<file path="src/rtl/regfile_onehot_8x16.sv">
// 8-entry register file addressed by a one-hot write select, with write-bypassed
// combinational reads, a pending-producer scoreboard and malformed-select detection.
module regfile_onehot_8x16 #(
  parameter int DATA_WIDTH = 16,
  parameter bit ZERO_R0    = 1'b1
) (
  input  logic                  clk,
  input  logic                  rst,
  input  logic                  wr_en,
  input  logic [7:0]            wr_sel,
  input  logic [DATA_WIDTH-1:0] wr_data,
  input  logic [2:0]            rd_addr_a,
  input  logic [2:0]            rd_addr_b,
  output logic [DATA_WIDTH-1:0] rd_data_a,
  output logic [DATA_WIDTH-1:0] rd_data_b,
  input  logic                  mark_en,
  input  logic [7:0]            mark_sel,
  output logic                  pend_a,
  output logic                  pend_b,
  output logic [7:0]            pending,
  output logic                  sel_err
);

  logic [DATA_WIDTH-1:0] regs_q [8];
  logic [DATA_WIDTH-1:0] regs_d [8];
  logic [7:0]            pending_q, pending_d;
  logic                  sel_err_q, sel_err_d;

  logic       wr_multi, mk_multi;
  logic [7:0] wr_hit, mk_hit, r0_mask;

  assign r0_mask = ZERO_R0 ? 8'hFE : 8'hFF;

  always_comb begin
    // x & (x-1) is non-zero exactly when two or more bits are set
    wr_multi  = (wr_sel & (wr_sel - 8'd1)) != '0;
    mk_multi  = (mark_sel & (mark_sel - 8'd1)) != '0;
    wr_hit    = (wr_en && !wr_multi) ? (wr_sel & r0_mask) : '0;
    mk_hit    = (mark_en && !mk_multi) ? (mark_sel & r0_mask) : '0;
    // mark applied after the writeback clear so a new producer wins
    pending_d = (pending_q & ~wr_hit) | mk_hit;
    sel_err_d = (wr_en && wr_multi) || (mark_en && mk_multi);
    for (int unsigned i = 0; i < 8; i++) begin
      regs_d[i] = wr_hit[i] ? wr_data : regs_q[i];
    end
  end

  always_comb begin
    rd_data_a = wr_hit[rd_addr_a] ? wr_data : regs_q[rd_addr_a];
    rd_data_b = wr_hit[rd_addr_b] ? wr_data : regs_q[rd_addr_b];
    if (ZERO_R0 && rd_addr_a == 3'd0) rd_data_a = '0;
    if (ZERO_R0 && rd_addr_b == 3'd0) rd_data_b = '0;
    pend_a = pending_d[rd_addr_a];
    pend_b = pending_d[rd_addr_b];
  end

  always_ff @(posedge clk) begin
    if (rst) begin
      for (int unsigned i = 0; i < 8; i++) regs_q[i] <= '0;
      pending_q <= '0;
      sel_err_q <= 1'b0;
    end else begin
      for (int unsigned i = 0; i < 8; i++) regs_q[i] <= regs_d[i];
      pending_q <= pending_d;
      sel_err_q <= sel_err_d;
    end
  end

  assign pending = pending_q;
  assign sel_err = sel_err_q;

endmodule
</file>
<file path="config.mk">
export PLATFORM = sky130hd
export DESIGN_NAME = regfile_onehot_8x16
export DESIGN_NICKNAME = d
export VERILOG_FILES = /design/src/rtl/regfile_onehot_8x16.sv
export SDC_FILE = /design/constraint.sdc
export NUM_CORES = 1
export LEC_CHECK = 0
export CAP_MARGIN = 30
export CELL_PAD_IN_SITES_DETAIL_PLACEMENT = 1
export CELL_PAD_IN_SITES_GLOBAL_PLACEMENT = 1
export CORE_ASPECT_RATIO = 0.7
export CORE_UTILIZATION = 29
export CTS_BUF_LIST = sky130_fd_sc_hd__clkbuf_16
export CTS_CLUSTER_DIAMETER = 60
export CTS_CLUSTER_SIZE = 25
export DETAILED_ROUTE_END_ITERATION = 7
export GPL_ROUTABILITY_DRIVEN = 1
export PLACE_DENSITY_LB_ADDON = 0.2
export SLEW_MARGIN = 20
export SYNTH_ARGS = -nofsm -noshare
export SYNTH_HDL_FRONTEND = slang
export SYNTH_SLANG_ARGS = --single-unit
</file>
<file path="constraint.sdc">
create_clock -name clk -period 5.95 [get_ports clk]
set_clock_uncertainty 0.1 [all_clocks]
set_input_delay 1.19 -clock clk [delete_from_list [all_inputs] [get_ports clk]]
set_output_delay 1.19 -clock clk [all_outputs]
set_load 0.05 [all_outputs]
</file>
* Word level (Yosys, flattened, before mapping)
Memory sizes are Yosys's and may differ from the RTL's.
Index checks and enable logic that the tools add are counted.
** Word-level totals
- Register bits :: 9
- RAM bits :: 128
- Input bits :: 42
- Memories :: 1
** Memory list
- regs_q :: depth 8, width 16, rd ports 2, clocked after Yosys merged registers in 0, write ports 8, line 24 : logic [DATA_WIDTH-1:0] regs_q [8];
** Operators by class
- Add/subtract/negate cells :: 2
- $lt $le $gt $ge :: 2
- Equality and inequality tests :: 8
- Multiplexer cells :: 33
- Bitwise operators :: 13
- Reductions and logical operators :: 19
** Operator list (number)
- 16-bit 2-to-1 mux :: 20
- 8-bit AND :: 3
- 8-bit 2-to-1 mux :: 2
- 2-bit AND reduction :: 8
- 8-bit nonzero test :: 2
- 8-bit by 1-bit subtractor with 8-bit output, second input constant :: 2
- 1-bit binary-select mux with 3-bit select :: 4
- 3-bit by 4-bit less-than comparator with 1-bit output, second input constant :: 2
- 1-bit inequality test, second input constant :: 8
- 8-bit inverter :: 1
- 1-bit OR :: 8
- 8-bit OR :: 1
- 1-bit 2-to-1 mux :: 7
- 3-bit zero test :: 2
- 1-bit logical AND :: 4
- 1-bit zero test :: 2
- 1-bit logical OR :: 1

* Logic depth before layout (Yosys ltp)
- Depth after elaboration :: 11
- Depth in mapped cells :: 7
- Depth with buffers taken out :: 6

* Worst setup path after synthesis
OpenSTA, ideal clock, no wires.
- Kind :: input to output
- Start :: input rd_addr_b[0]
- End :: output pend_b
- Arrival :: 3.180 ns
- Required time :: 4.660 ns
- Slack :: 1.480 ns
- Stages :: 7
- Buffers on the path :: 3
- Path through :: buf_2 > buf_2 > buf_2 > and2_1 > a21boi_0 > a211oi_1 > a22oi_1
** On the way
- Longest elaborated chain between the ends :: 2
** RTL lines
- start, declared :: line 13 : input logic [2:0] rd_addr_b,
- 1-bit binary-select mux with 3-bit select :: line 54 : pend_b = pending_d[rd_addr_b];
- 1-bit 2-to-1 mux (not written as such) :: line 54
- end, declared :: line 19 : output logic pend_b,
Every way passes these cells. The select of a mux whose other input is x is not followed.

* Worst setup path in the final report
- Start :: input wr_sel[2]
- End :: output rd_data_b[7]
** On the way
- Longest elaborated chain between the ends :: 10
** RTL lines
- start, declared :: line 10 : input logic [7:0] wr_sel,
- 8-bit by 1-bit subtractor with 8-bit output :: line 36 : wr_multi = (wr_sel & (wr_sel - 8'd1)) != '0;
- 8-bit AND :: line 36
- 8-bit nonzero test :: line 36
- 1-bit zero test :: line 38 : wr_hit = (wr_en && !wr_multi) ? (wr_sel & r0_mask) : '0;
- 1-bit logical AND :: line 38
- 8-bit 2-to-1 mux * :: line 38
- 1-bit binary-select mux with 3-bit select * :: line 50 : rd_data_b = wr_hit[rd_addr_b] ? wr_data : regs_q[rd_addr_b];
- 1-bit 2-to-1 mux (not written as such) * :: line 50
- 16-bit 2-to-1 mux * :: line 50
- 16-bit 2-to-1 mux * :: line 52 : if (ZERO_R0 && rd_addr_b == 3'd0) rd_data_b = '0;
- end, declared :: line 15 : output logic [DATA_WIDTH-1:0] rd_data_b,
Every way passes the cells marked *; elsewhere a longest branch is shown, timed or not. The select of a mux whose other input is x is not followed.

==> results.txt <==
Syn Inst Count = 553
critical path arrival = 3.70 ns
Worst Tran Pin Value = 0.800 ns
Tot Pwr = 2530 uW
initial DRC count = 369
Cell Area, Synth = 6790 um^2
fraction of layout cells with a size suffix above 1 = 30.4%
RSZ-0062 raised after global routing = false
crit path time final = 4.99 ns
Die ar. = 24000 um^2
area grow syn2layout = 28.8%
clk slew on worst S/H paths = 0.06 ns
maximum VDD drop = 0.208 mV
CP startpoint kind = input pin
Slowest-stage cell, CP = clkdlybuf4s50_1
CTS tree = built
antenna-violating nets left = 0
largest net degree at the start of global routing = 37
Rows = 46
Final Hold Fails = 0
routability cong. = 0.799
worst path required time = 4.66 ns
post-CTS setup buffers = 0
Clock Sinks = 120
gr usage total = 19.8%
Avg Cell Area, Syn = 12.3 um^2
FF+latch count, synth = 120
Final period util = 83.9%
nets = 683
DR vias/cell = 5.28
Skew-Pair Late Insertion Delay = 0.42 ns
Die Span X = 185 um
Port Buffers = 83
global-route wire length before repair = 34.1 mm
max_slew headroom = 46.4%
Sequential Power Share = 39.3%
outcome = complete, no violations
CP top delay family = buffers and inverters
commonest non-fill, non-tap cell in the layout = nor2_1
Seq/Total Area, Yosys = 51.9%
Routed WL = 22.9 mm
filler instances = 2449
max-slew violations = 0
first-pass iteration count of the detailed router = 5
CP most frequent cell = buf_4
Max Clk Rate = 200 MHz
CP max FO = 16
yosys warns = 0
Synth async-reset ratio = 0%
Synth Net Count = 595
vias = 5105
CORE AREA = 22800 um^2
H-tree Lvls = 4
TritonCTS buffer count = 17
Placed Cells = 932
R2R Setup Slk = 5.03 ns
Root Driver = clkbuf_16
post-cts sizing count = 0
PnR worst setup slack = 0.960 ns
hpwl dp = 14.3 mm
Internal Pwr Total = 1830 uW
Sw Ratio = 27.5%
crit-path max cell delay = 0.64 ns
Die H = 130 um
hold-fix buffers at CTS = 0
Post-synth EDFFs = 112
Congestion Overflow GR = 0
commonest cells after routing, fill and taps aside = nor2_1 (148), edfxtp_1 (112), mux2_2 (66)
Max Buffers Root-to-Sink = 2
combinational share of power = 18.8%
Critical Path, Cell by Cell = clkdlybuf4s50_1 > o22a_1 > nor3_2 > maj3_1 > and2_2 > o211ai_4 > buf_4 > mux2_2 > buf_4
dpl ws = 0.968 ns
vias in the first global route = 5478
MaxCap Viol Count = 0
total negative setup slack = 0 ns
routed length per instance = 23.7 um
Synth cell types = 40
Remaining DRCs = 0
Initial Util = 29.8%
clock group share of total power = 41.9%
sw power = 694 uW
final std cells w/o fill = 966
Pwr Density = 289 nW/um^2
Worst setup EP type = output port
initial antenna violation count = 0
Buf/Inv on CP = 3
I/O pins = 85
Main synth FF type = edfxtp_1
# setup viols final = 0
Hold WC Path Type = flop to flop
Leakage = 0.00310 uW
Antenna diodes = 0
crit path kind = input pin to output port
[through the flow]
step | hold WS [ns] | instance area, um^2 | util [%]
after floorplan | 0.608 | 6790 | -
after global placement | 0.372 | 8110 | 35.6
after detailed placement | 0.401 | 8120 | 35.6
after CTS | 0.408 | 8720 | 38.3
after global routing | 0.446 | 8740 | 38.4
final | 0.405 | 8740 | 38.4
[cell usage after synthesis (3+ instances only)]
library cell  count  area (um^2)
a21oi_1           7         35.0
a221oi_1         31          272
a22o_1            4         35.0
a22oi_1          10         75.1
and3_1            3         18.8
buf_1             5         18.8
buf_2             9         45.0
clkbuf_1         21         78.8
dfxtp_1           8          160
edfxtp_1        112         3360
inv_1            16         60.1
mux2_2           66          743
mux4_2           34          766
nand2_1           5         18.8
nand2b_1         23          144
nand4_1           9         56.3
nor2_1          148          556
nor2b_1           8         50.1
[registers in the layout (all words and copies together) (netlist names)]
name,flops
pending,7
regs_q,112
sel_err,1
[worst min-delay path: cells and delay by family (launching register included)]
kind,cells,cell delay [ns]
flip-flops,1,0.31
AND/OR/NAND/NOR,1,0.08
AO/OA/AOI/OAI,1,0.06
[final timing paths]
check | from | to | cells past startpoint
worst max-delay path | wr_sel[2] | rd_data_b[7] | 9
worst min-delay path | pending[5] | pending[5] | 2
worst max register to register | pending[4] | pending[4] | 2
worst min register to register | pending[5] | pending[5] | 2
[final cells by class]
class / count / area (um^2) / share of cell area [%]
clock buffers: 17 / 425 / 4.87
inverters: 18 / 67.6 / 0.773
well taps: 312 / 390 / 4.46
multi-input cells: 377 / 3020 / 34.6
clock inverters: 15 / 175 / 2.00
repair buffers: 107 / 1140 / 13.0
flip-flops and latches: 120 / 3520 / 40.3
[cells by family after synthesis]
kind of cell	after synthesis	share of synthesized area [%]
other	1	0.0553
buffers and inverters	56	3.54
adders and majority gates	1	0.147
and+or+nand+nor	207	13.7
AOI/OAI and AO/OA	68	8.37
DFF	120	51.9
muxes	100	22.2
[routing by layer]
metal,GRT usage (%),vias to the layer above,part of all wire (%)
met4,5.54,0,1.4
met2,32.2,136,47
met5,0,-,0
met1,27.1,2667,47
li1,-,2285,-
met3,3.71,17,4.5
[power by group through the flow]
| stage | combinational [uW] | sequential (uW) | clock [uW] |
|---|---|---|---|
| floorplan | 283 | 1000 | 0 |
| global route | 500 | 999 | 1100 |
| finish | 476 | 993 | 1060 |
| global placement | 472 | 1000 | 0 |
| detailed placement | 477 | 1010 | 0 |
| CTS | 479 | 993 | 1070 |
Power figures use the tool's default switching activity.
